$ cat src/rtl/wb_arb_pkg.sv
// Shared types and defaults for the writeback arbiter.
// Configuration macro: WB_ARB_RR_EN (see wb_arbiter.sv).
package wb_arb_pkg;

  localparam int unsigned NUM_REQ_DEF  = 4;   // 0=ALU, 1=MUL, 2=DIV, 3=LOAD
  localparam int unsigned XLEN_DEF     = 64;
  localparam int unsigned NUM_REGS_DEF = 32;
  localparam int unsigned RD_W         = 5;

  typedef logic [RD_W-1:0] rd_idx_t;

  typedef struct packed {
    logic                valid;
    rd_idx_t             rd;
    logic [XLEN_DEF-1:0] data;
  } wb_req_t;

  // Width of a requester index; never zero so a single requester still has a legal vector.
  function automatic int unsigned ptr_width(input int unsigned n);
    return (n > 1) ? $clog2(n) : 1;
  endfunction

endpackage

$ cat src/rtl/rr_picker.sv
// Rotating-priority picker: one-hot grant to the first set request at or after ptr.
// With ptr held at zero this degenerates to lowest-index-wins fixed priority.
module rr_picker
  import wb_arb_pkg::*;
#(
  parameter int unsigned NUM_REQ = NUM_REQ_DEF,
  parameter int unsigned PTR_W   = ptr_width(NUM_REQ)
) (
  input  logic [NUM_REQ-1:0] req,
  input  logic [PTR_W-1:0]   ptr,
  output logic [NUM_REQ-1:0] gnt
);

  // Scan positions ptr, ptr+1, ... modulo NUM_REQ; the first requesting one wins.
  always_comb begin
    logic        found;
    int unsigned pos;
    gnt   = '0;
    found = 1'b0;
    pos   = 0;
    for (int unsigned k = 0; k < NUM_REQ; k++) begin
      pos = 32'(ptr) + k;
      if (pos >= NUM_REQ) pos = pos - NUM_REQ;
      for (int unsigned j = 0; j < NUM_REQ; j++) begin
        if (!found && (pos == j) && req[j]) begin
          gnt[j] = 1'b1;
          found  = 1'b1;
        end
      end
    end
  end

endmodule

$ cat src/rtl/wb_arbiter.sv
// Writeback arbiter: picks one requester per cycle and drives the register-file write
// port and wakeup broadcast from a single registered output stage.
// Configuration macro: WB_ARB_RR_EN -- defined selects round-robin priority with a
// rotating pointer; undefined selects fixed lowest-index-first priority.
module wb_arbiter
  import wb_arb_pkg::*;
#(
  parameter int unsigned NUM_REQ  = NUM_REQ_DEF,
  parameter int unsigned XLEN     = XLEN_DEF,
  parameter int unsigned NUM_REGS = NUM_REGS_DEF
) (
  input  logic                          CLK,
  input  logic                          RST,
  input  logic                          FLUSH,
  input  logic [NUM_REQ-1:0]            REQ_VALID,
  input  logic [NUM_REQ-1:0][RD_W-1:0]  REQ_RD,
  input  logic [NUM_REQ-1:0][XLEN-1:0]  REQ_DATA,
  output logic [NUM_REQ-1:0]            REQ_READY,
  output logic [NUM_REGS-1:0]           RF_EN,
  output logic [XLEN-1:0]               RF_DIN,
  output logic                          WB_VALID,
  output logic [RD_W-1:0]               WB_RD
);

  localparam int unsigned PTR_W = ptr_width(NUM_REQ);

  logic [NUM_REQ-1:0]  req_live;
  logic [NUM_REQ-1:0]  gnt;
  logic [PTR_W-1:0]    ptr;
  logic                accept;
  logic                wr_ok;
  rd_idx_t             sel_rd;
  logic [XLEN-1:0]     sel_data;
  logic [NUM_REGS-1:0] en_d;

  // Reset and flush withhold every grant in the current cycle.
  assign req_live = (RST || FLUSH) ? '0 : REQ_VALID;

  rr_picker #(
    .NUM_REQ (NUM_REQ),
    .PTR_W   (PTR_W)
  ) u_picker (
    .req (req_live),
    .ptr (ptr),
    .gnt (gnt)
  );

  assign REQ_READY = gnt;
  assign accept    = |gnt;

  // The grant is one-hot, so OR-ing the masked payloads selects the winner.
  always_comb begin
    sel_rd   = '0;
    sel_data = '0;
    for (int unsigned i = 0; i < NUM_REQ; i++) begin
      if (gnt[i]) begin
        sel_rd   = sel_rd | REQ_RD[i];
        sel_data = sel_data | REQ_DATA[i];
      end
    end
  end

`ifdef WB_ARB_RR_EN
  logic [PTR_W-1:0] ptr_q;
  logic [PTR_W-1:0] win_idx;

  // Binary index of the winner, used to advance the pointer past it.
  always_comb begin
    win_idx = '0;
    for (int unsigned i = 0; i < NUM_REQ; i++) begin
      if (gnt[i]) win_idx = PTR_W'(i);
    end
  end

  // Winner becomes lowest priority next cycle; idle or flushed cycles leave ptr alone.
  always_ff @(posedge CLK) begin
    if (RST) begin
      ptr_q <= '0;
    end else if (accept) begin
      ptr_q <= (win_idx == PTR_W'(NUM_REQ - 1)) ? '0 : win_idx + PTR_W'(1);
    end
  end

  assign ptr = ptr_q;
`else
  assign ptr = '0;
`endif

  // A grant to r0 (or to an index beyond the file) is consumed with no visible write.
  assign wr_ok = accept && (sel_rd != '0) && (32'(sel_rd) < NUM_REGS);

  // Decode the destination index into the per-register enable vector.
  always_comb begin
    en_d = '0;
    for (int unsigned r = 0; r < NUM_REGS; r++) begin
      en_d[r] = wr_ok && (32'(sel_rd) == r);
    end
  end

  // Output stage holds each write for exactly one cycle; reset clears rather than re-issues.
  always_ff @(posedge CLK) begin
    if (RST || !wr_ok) begin
      RF_EN    <= '0;
      RF_DIN   <= '0;
      WB_VALID <= 1'b0;
      WB_RD    <= '0;
    end else begin
      RF_EN    <= en_d;
      RF_DIN   <= sel_data;
      WB_VALID <= 1'b1;
      WB_RD    <= sel_rd;
    end
  end

endmodule

$ cat config.mk
export PLATFORM = sky130hd
export DESIGN_NAME = wb_arbiter
export DESIGN_NICKNAME = d
export VERILOG_FILES = /design/src/rtl/wb_arb_pkg.sv /design/src/rtl/rr_picker.sv /design/src/rtl/wb_arbiter.sv
export SDC_FILE = /design/constraint.sdc
export NUM_CORES = 1
export LEC_CHECK = 0
export CAP_MARGIN = 30
export CORE_AREA = 3 3 152 154
export DETAILED_ROUTE_END_ITERATION = 8
export DIE_AREA = 0 0 155 157
export DONT_BUFFER_PORTS = 1
export MAX_ROUTING_LAYER = met4
export SYNTH_ARGS = -nofsm -noshare
export SYNTH_HDL_FRONTEND = slang
export SYNTH_SLANG_ARGS = --single-unit
$ cat constraint.sdc
create_clock -name CLK -period 2.4 [get_ports CLK]
set_input_delay 0.36 -clock CLK [delete_from_list [all_inputs] [get_ports CLK]]
set_output_delay 0.36 -clock CLK [all_outputs]
set_load 0.03 [all_outputs]
Yosys cells after proc, flatten, opt, wreduce, memory -nomap -nowiden
Index checks and enable logic that the tools add are counted.
{"block": "classes", "n_eq_ne": 31, "muxes": 16, "n_bitwise": 6, "n_reduce_logical": 45}
{"op": "$mux W64", "n": 4}
{"op": "$or A64 B64 Y64", "n": 3}
{"op": "$eq A5 B5 Y1 const B", "n": 16}
{"op": "$eq A5 B4 Y1 const B", "n": 8}
{"op": "$logic_and A1 B1 Y1", "n": 36}
{"op": "$eq A5 B3 Y1 const B", "n": 4}
{"op": "$mux W5", "n": 4}
{"op": "$or A5 B5 Y5", "n": 3}
{"op": "$eq A5 B2 Y1 const B", "n": 2}
{"op": "$mux W1", "n": 7}
{"op": "$eq A5 B1 Y1 const B", "n": 1}
{"op": "$logic_not A5 Y1", "n": 1}
{"op": "$reduce_bool A5 Y1", "n": 1}
{"op": "$logic_not A1 Y1", "n": 4}
{"op": "$mux W4", "n": 1}
{"op": "$reduce_or A4 Y1", "n": 1}
{"op": "$logic_or A1 B1 Y1", "n": 2}
{"block": "totals", "ff_bits": 102, "out_inout_bits": 106, "elab_cells": 102}

Longest topological paths before layout
Gate-level depths: netlist of the first run.
{"block": "logic_depth", "depth_word": 18, "mapped_depth": 9}

By module
From an unflattened synthesis of the first run, not the netlist that was laid out.
{"block": "unflattened", "cells_unflattened": 445, "area_unflattened_um2": 4506.8}
{"mod": "wb_arbiter", "n_inst": 1, "cells_each": 428, "area_each_um2": 4401.7}
{"mod": "rr_picker", "n_inst": 1, "cells_each": 17, "area_each_um2": 105.1}

Worst setup path after synthesis of the first run
Ideal clock, no wire load.
{"block": "synth_path", "kind": "input to output", "start": "input port REQ_VALID[1]", "end": "output port REQ_READY[1]", "arrival_ps": 1810, "path_slack_ps": 230, "path_stages": 4, "path_cell_list": "buf_4 -> clkbuf_1 -> clkbuf_1 -> nor3b_1"}
{"block": "synth_between", "elab_chain_len": 3}
{"item": "from (decl)", "line_no": "wb_arbiter.sv:15", "rtl": "input logic [NUM_REQ-1:0] REQ_VALID,"}
{"item": "$mux W4", "line_no": "wb_arbiter.sv:37", "rtl": "assign req_live = (RST || FLUSH) ? '0 : REQ_VALID;"}
{"item": "$logic_and A1 B1 Y1", "line_no": "rr_picker.sv:25", "rtl": "if (!found && (pos == j) && req[j]) begin"}
{"item": "$mux W1", "line_no": "rr_picker.sv:25"}
{"item": "to (decl)", "line_no": "wb_arbiter.sv:18", "rtl": "output logic [NUM_REQ-1:0] REQ_READY,"}
Every way passes these cells.

Worst setup path after layout of the first run
{"block": "layout_path", "start": "input port REQ_VALID[1]", "end": "output port REQ_READY[3]"}
{"block": "layout_between", "elab_chain_len": 9}
{"item": "$mux W4 (*)", "line_no": "wb_arbiter.sv:37"}
{"item": "$logic_and A1 B1 Y1 (*)", "line_no": "rr_picker.sv:25"}
{"item": "$mux W1 (*)", "line_no": "rr_picker.sv:25"}
{"item": "$logic_not A1 Y1", "line_no": "rr_picker.sv:25"}
{"item": "$logic_and A1 B1 Y1", "line_no": "rr_picker.sv:25"}
{"item": "$mux W1 (*)", "line_no": "rr_picker.sv:25"}
{"item": "$logic_not A1 Y1 (*)"}
{"item": "$logic_and A1 B1 Y1 (*)", "line_no": "rr_picker.sv:25"}
{"item": "$mux W1 (*)", "line_no": "rr_picker.sv:25"}
Every way passes the cells marked *; elsewhere a longest branch is shown, timed or not.

==> results of run 1 <==
per-layer routing:
| metal | GRT usage | wire length [um] | part of all wire | up-vias |
|---|---|---|---|---|
| li1 | - | - | - | 2079 |
| met1 | 0.1624 | 6722 | 0.38 | 2046 |
| met2 | 0.2315 | 8756 | 0.50 | 318 |
| met3 | 0.04509 | 1860 | 0.11 | 21 |
| met4 | 0.03827 | 314 | 0.018 | 0 |
| met5 | - | 0 | 0 | - |
power by group:
group / internal [uW] / switching [uW]
clock network: 750 / 749
logic: 138 / 250
registers: 1750 / 138
total: 2630 / 1140
area by class of cell:
| type | instances | share of cell area |
|---|---|---|
| Clock inverter | 7 | 0.01583 |
| Clock buffer | 9 | 0.04191 |
| Tap cell | 280 | 0.06519 |
| Inverter | 4 | 0.002794 |
| Sequential cell | 102 | 0.3800 |
| Timing Repair Buffer | 14 | 0.02189 |
| Multi-Input combinational cell | 469 | 0.4724 |
worst max-delay path: stages:
cell,delay [ns]
sky130_fd_sc_hd__nor4_4,0.40
sky130_fd_sc_hd__and3b_4,0.34
sky130_fd_sc_hd__buf_4,0.40
sequential cells by signal, indices dropped and copies added, names as in the netlist:
register  cells
WB_VALID      1
WB_RD         5
RF_EN        32
RF_DIN       64
layout by cell type (no fill, tap or decap), drive strengths merged:
cell type | netlist | layout
nand2 | 206 | 206
dfxtp | 102 | 102
a21oi | 69 | 69
o21ai | 64 | 64
a22oi | 64 | 64
nor2 | 31 | 31
buf | 22 | 14
clkbuf | 34 | 9
nand3 | 8 | 8
nand3b | 7 | 7
inv | 3 | 6
clkinv | 1 | 4
a221oi | 3 | 3
a21o | 3 | 3
nand2b | 2 | 2
and2 | 2 | 2
conb | 1 | 1
nor4 | 1 | 1
or2 | 1 | 1
nor3b | 1 | 1
and3b | 1 | 1
nand4 | 1 | 1
a211oi | 1 | 1
and4 | 1 | 1
o221ai | 1 | 1
nor3 | 1 | 1
clkinvlp | 0 | 1
cell families (layout without fill, tap and decap cells):
logic type	after synthesis	after routing	share of synthesized area
AOI/OAI and AO/OA	205	205	0.2975
buffers and inverters	60	34	0.06145
DFF	102	102	0.4196
other	1	1	0.0007707
and+or+nand+nor	263	263	0.2206
worst min-delay path by stage:
stage	slack [ns]	endpoint	startpoint
finish	0.13	RF_DIN[14]	REQ_DATA[142]
global route	0.11	RF_DIN[10]	REQ_DATA[138]
CTS	0.11	RF_DIN[14]	REQ_DATA[142]
detailed placement	0.50	RF_DIN[14]	REQ_DATA[142]
global placement	0.50	RF_DIN[10]	REQ_DATA[138]
floorplan	0.50	RF_DIN[0]	REQ_DATA[128]
per-stage QoR:
stage / hold WS, ns / utilization / power [uW]
2_1_floorplan: 0.4955 / - / 2260
3_3_place_gp: 0.4976 / 0.2320 / 2313
3_5_place_dp: 0.5021 / 0.2320 / 2315
4_1_cts: 0.1121 / 0.2462 / 3838
5_1_grt: 0.1102 / 0.2462 / 3949
6_report: 0.1343 / 0.2462 / 3772
==> flow_summary.rst, run 1 <==
.. list-table::
   :header-rows: 1

   * - Metric
     - Value
   * - Result of the run
     - completed
   * - Worst Setup End Kind
     - output port
   * - Tightest Hold Check Type
     - input pin to register
   * - HPWL after DPL
     - 13,640 um
   * - Layout overhead on the synthesized area
     - 10.44%
   * - Via count of the first global-routing pass
     - 4,243
   * - Top achievable clock speed
     - 529.4 MHz
   * - List of most frequent post-synthesis cells
     - sky130_fd_sc_hd__nand2_1, sky130_fd_sc_hd__dfxtp_1, sky130_fd_sc_hd__a22oi_1, sky130_fd_sc_hd__o21ai_0, sky130_fd_sc_hd__a21oi_2
   * - CTS Root Cell
     - sky130_fd_sc_hd__clkbuf_16
   * - First-pass DRT Iterations
     - 5
   * - Total global-route track usage
     - 0.1393
   * - Main synth FF type
     - sky130_fd_sc_hd__dfxtp_1
   * - P per Cell Area
     - 701.9 mW/mm^2
   * - Post-detailed-route via-to-cell ratio
     - 5.044
   * - Post-CTS Repair Setup Buffers
     - 0
   * - Most common cell in the netlist
     - sky130_fd_sc_hd__nand2_1
   * - Count of antenna-violating nets left after detailed routing
     - 0
   * - Element type at the critical path start
     - input pin
   * - Number of input and output port buffers inserted
     - 0
   * - DR iter-0 viols
     - 270
   * - Syn nets
     - 914
   * - Total inserted antenna cells
     - 0
   * - Total area of sequential cells
     - 0.002042 mm^2
   * - Wire length of the first global-routing pass
     - 25,500 um
   * - Post-place instance area
     - 0.005064 mm^2
   * - Average cell area after synthesis
     - 7.711 um^2
   * - Chip height
     - 157 um
   * - Number of antenna violations at the first check in global routing
     - 0
   * - Worst-case clock buffer depth
     - 2
   * - Total detailed-routing wirelength
     - 17,660 um
   * - Area taken by multi-input logic gates
     - 0.002539 mm^2
   * - Num Clock Sinks
     - 102
   * - Least-Margin Pin Slew
     - 0.7945 ns
   * - Number of distinct standard cells referenced by the synthesized netlist
     - 31
   * - NumNets Final
     - 883
   * - Cell Rows
     - 54
   * - Setup_tns
     - 0 ns
   * - Initial cell density of the core
     - 0.2230
   * - Worst voltage drop across the vdd grid
     - 0.2510 mV
   * - DP Worst Slack
     - 0.3298 ns
   * - Post-detailed-route DRC marker count
     - 0
   * - Hold violation total from the final report
     - 0
   * - Maximum number of pins on one net before global-route repair
     - 142
   * - Placed Instances
     - 869
   * - Dominant cells by area after synthesis
     - sky130_fd_sc_hd__dfxtp_1, sky130_fd_sc_hd__nand2_1, sky130_fd_sc_hd__a22oi_1
   * - Area of the core region
     - 0.02182 mm^2
   * - Count of final max-slew check failures
     - 0
   * - Count of yosys warnings during synthesis
     - 0
   * - Number of flip-flops and latches in the synthesized netlist
     - 102
   * - Total global routing overflow
     - 0
   * - H-tree depth
     - 3
   * - Leakage power of the design
     - 0.001777 uW
   * - CTS-repair resized insts
     - 0
   * - Yosys top cell by area
     - sky130_fd_sc_hd__dfxtp_1
   * - Max cap viols
     - 0
   * - Final WS setup
     - 0.5111 ns
   * - Number of fillers in the final layout
     - 2,381
   * - Final non-filler cell total
     - 885
   * - Sequential fraction of the synthesis area
     - 0.4196
   * - Routability Congestion
     - 0.8581
   * - Fraction of final layout cells with drive strength greater than 1
     - 0.1488
   * - Critical path fanouts, max
     - 71
   * - CP Data Arrival Time
     - 1.53 ns
   * - Ys async rst share
     - 0
   * - Total of hold buffers inserted after clock tree synthesis
     - 0
   * - Post-synthesis cell area
     - 0.004866 mm^2
   * - Die width
     - 155 um
   * - Final cycle utilization of the critical path
     - 0.7871
   * - Floorplan die area
     - 0.02434 mm^2
   * - WS Path Type
     - input pin to output port
   * - Time the worst path needs with I/O delays and setup
     - 1.889 ns
   * - Unrepaired setup endpoints after global routing
     - no
   * - Required time reported for the critical path endpoint
     - 2.04 ns
   * - Final-report setup violation count
     - 0
   * - Post-synthesis instance total
     - 631
   * - Finished Cell Area
     - 0.005374 mm^2
   * - Launch point of the worst path
     - REQ_VALID[1]
   * - Post-synth EDFFs
     - 0
   * - Number of CTS-inserted buffers
     - 9
   * - Worst-case headroom to the max-slew limit
     - 0.4703
   * - Area share of the largest cell type after synthesis
     - 0.4196
   * - Endpoint of the worst setup timing path
     - REQ_READY[3]
   * - I/O pin count
     - 389
   * - TritonCTS clock tree
     - built
   * - Clock slew seen by the registers of the worst setup and hold paths
     - 0.08 ns
   * - Worst hold stages
     - 2
   * - Via Count
     - 4,464
   * - Average wire length per cell after detail routing
     - 19.95 um
Note: power is estimated with default switching activity, not from simulation.
==> run 2, diff against run 1 <==
==> constraint.sdc (replaced) <==
create_clock -name CLK -period 1.59 [get_ports CLK]
set_input_delay 0.2385 -clock CLK [delete_from_list [all_inputs] [get_ports CLK]]
set_output_delay 0.2385 -clock CLK [all_outputs]
set_load 0.03 [all_outputs]
==> flow_summary.rst, run 2 (same netlist as run 1, synthesis figures left out) <==
.. list-table::
   :header-rows: 1

   * - Metric
     - Value
   * - Met3 usage
     - 0.03574 (-0.009348)
   * - Total power of the final layout
     - 5822 uW (+54%)
   * - Count of antenna-violating nets left after detailed routing
     - 0 (unchanged)
   * - Cell Rows
     - 54 (unchanged)
   * - Total inserted antenna cells
     - 0 (unchanged)
   * - Number of CTS-inserted buffers
     - 9 (unchanged)
   * - Unrepaired setup endpoints after global routing
     - no
   * - Die width
     - 155 um (unchanged)
   * - Final cycle utilization of the critical path
     - 0.9047
   * - Time the worst path needs with I/O delays and setup
     - 1.438 ns
   * - Leakage power of the design
     - 0.001996 uW (+12%)
   * - Top achievable clock speed
     - 695.2 MHz
   * - Max cap viols
     - 0 (unchanged)
   * - Post-detailed-route DRC marker count
     - 0 (unchanged)
   * - WS Path Type
     - input pin to output port
   * - Floorplan die area
     - 0.02434 mm^2 (unchanged)
   * - Element type at the critical path start
     - input pin
   * - Most frequent standard cell in the layout excluding fill and tap cells
     - sky130_fd_sc_hd__nand2_1
   * - Num Clock Sinks
     - 102 (unchanged)
   * - Total global-route track usage
     - 0.1336 (-0.005710)
   * - Fraction of final layout cells with drive strength greater than 1
     - 0.1669 (+0.01816)
   * - I/O pin count
     - 389 (unchanged)
   * - Met1 track utilization from global routing
     - 0.1545 (-0.007875)
   * - Total detailed-routing wirelength
     - 17,670 um (about the same)
   * - TritonCTS clock tree
     - built
   * - Area of the core region
     - 0.02182 mm^2 (unchanged)
   * - Max FFs per register
     - 64 (unchanged)
   * - Commonest non-fill, non-tap cells in the layout
     - sky130_fd_sc_hd__nand2_1, sky130_fd_sc_hd__dfxtp_1, sky130_fd_sc_hd__o21ai_0, sky130_fd_sc_hd__a22oi_1, sky130_fd_sc_hd__a21oi_2
   * - Average wire length per cell after detail routing
     - 19.06 um (-4.4%)
   * - Initial cell density of the core
     - 0.2230 (unchanged)
   * - Final-report setup violation count
     - 0 (unchanged)
   * - DR iter-0 viols
     - 365 (+35%)
   * - Number of input and output port buffers inserted
     - 0 (unchanged)
   * - Hold violation total from the final report
     - 0 (unchanged)
   * - Routing layer with the top usage in global route
     - met2
   * - Tightest Hold Check Type
     - input pin to register
   * - Register with the highest flop count
     - RF_DIN
   * - Total global routing overflow
     - 0 (unchanged)
   * - Required time reported for the critical path endpoint
     - 1.35 ns (-0.69 ns)
   * - P per Cell Area
     - 996.1 mW/mm^2 (+42%)
   * - NumNets Final
     - 925 (+4.8%)
   * - Final Util
     - 0.2678 (+0.02156)
   * - Clock slew seen by the registers of the worst setup and hold paths
     - 0.08 ns (about the same)
   * - Layout overhead on the synthesized area
     - 20.11%
   * - Fraction of met2 tracks used by global routing
     - 0.2245 (-0.007041)
   * - Worst-case clock buffer depth
     - 2 (unchanged)
   * - H-tree depth
     - 3 (unchanged)
   * - Chip height
     - 157 um (unchanged)
   * - HPWL after DPL
     - 13,460 um (-1.3%)
   * - Worst Setup End Kind
     - output port
   * - Via count of the first global-routing pass
     - 4,215 (-0.66%)
   * - First-pass DRT Iterations
     - 5 (unchanged)
   * - Critical path fanouts, max
     - 4 (-94%)
   * - CP Data Arrival Time
     - 1.20 ns (-0.33 ns)
   * - Result of the run
     - completed
   * - Post-detailed-route via-to-cell ratio
     - 4.930 (-2.3%)
   * - Maximum number of pins on one net before global-route repair
     - 142 (unchanged)
   * - Count of final max-slew check failures
     - 0 (unchanged)
   * - Via Count
     - 4,570 (+2.4%)
   * - Wire length of the first global-routing pass
     - 24,220 um (-5.0%)
   * - Routability Congestion
     - 0.8289 (-3.4%)
   * - CTS Root Cell
     - sky130_fd_sc_hd__clkbuf_16
   * - Post-CTS Repair Setup Buffers
     - 0 (unchanged)
   * - Number of antenna violations at the first check in global routing
     - 0 (unchanged)
   * - Worst voltage drop across the vdd grid
     - 0.3924 mV (+56%)
   * - Largest registers
     - RF_DIN x64, RF_EN x32, WB_RD x5
run 2: cell count changes in the layout (fill, tap and decap cells not counted), moves of 2 or more:
cell | previous run | this run
sky130_fd_sc_hd__buf_12 | 1 | 7
sky130_fd_sc_hd__buf_4 | 13 | 24
sky130_fd_sc_hd__dlygate4sd3_1 | 0 | 25
sky130_fd_sc_hd__inv_8 | 1 | 3
run 2: through the flow:
step | instances | cell area (um^2) | hold WS [ns] | setup TNS (ns) | setup WS, ns
floorplan | 631 | 4913 | 0.3745 | -6.857 | -0.1304
global placement | 886 | 5278 | 0.3767 | -9.933 | -0.1719
detailed placement | 886 | 5278 | 0.3851 | -8.083 | -0.1563
CTS | 927 | 5844 | 0.0001753 | 0 | 0.1434
global route | 927 | 5844 | 0.003431 | 0 | 0.1019
finish | 927 | 5844 | 0.02452 | 0 | 0.1516
run 2: what timing repair did:
item / CTS / global route
resized for setup: 0 / 0
endpoints found under the setup margin: 0 / 0
endpoints found under the hold margin: 25 / 0
hold buffers: 25 / 0
run 2: cell type report:
class | count | area (um^2)
Clock inverter | 7 | 91.34
Inverter | 4 | 15.01
Sequential cell | 102 | 2042
Fill cell | 2336 | 15980
Clock buffer | 9 | 225.2
Timing Repair Buffer | 56 | 570.5
Tap cell | 280 | 350.3
Multi-Input combinational cell | 469 | 2550
run 2: routing by layer:
| metal | part of all wire | wire length [um] |
|---|---|---|
| met1 | 0.39 | 6877 |
| met2 | 0.51 | 8964 |
| met3 | 0.083 | 1461 |
| met4 | 0.021 | 369 |
| met5 | 0 | 0 |
run 2: worst max-delay path: stages:
cell                      delay, ns
sky130_fd_sc_hd__or2_2         0.30
sky130_fd_sc_hd__buf_4         0.15
sky130_fd_sc_hd__buf_4         0.13
sky130_fd_sc_hd__nor3b_4       0.37
run 2: final timing paths:
path	from	end	cells after the start
min	REQ_DATA[161]	RF_DIN[33]	2
max	RST	REQ_READY[1]	4
run 2: report_power, final:
group | internal [uW] | leakage, uW | total (uW) | switching [uW]
combinational | 282 | 0.00101 | 670 | 388
clock | 1150 | 0.000155 | 2300 | 1150
sequential | 2640 | 0.000827 | 2850 | 210
==> run 3, diff against run 2 <==
--- a/config.mk
+++ b/config.mk
@@ -5,7 +5,7 @@
 export SDC_FILE = /design/constraint.sdc
 export NUM_CORES = 1
 export LEC_CHECK = 0
-export CAP_MARGIN = 30
+export CAP_MARGIN = 10
 export CORE_AREA = 3 3 152 154
 export DETAILED_ROUTE_END_ITERATION = 8
 export DIE_AREA = 0 0 155 157
==> results of run 3 <==
Final layout, timing and power as in run 2 (identical DEF).
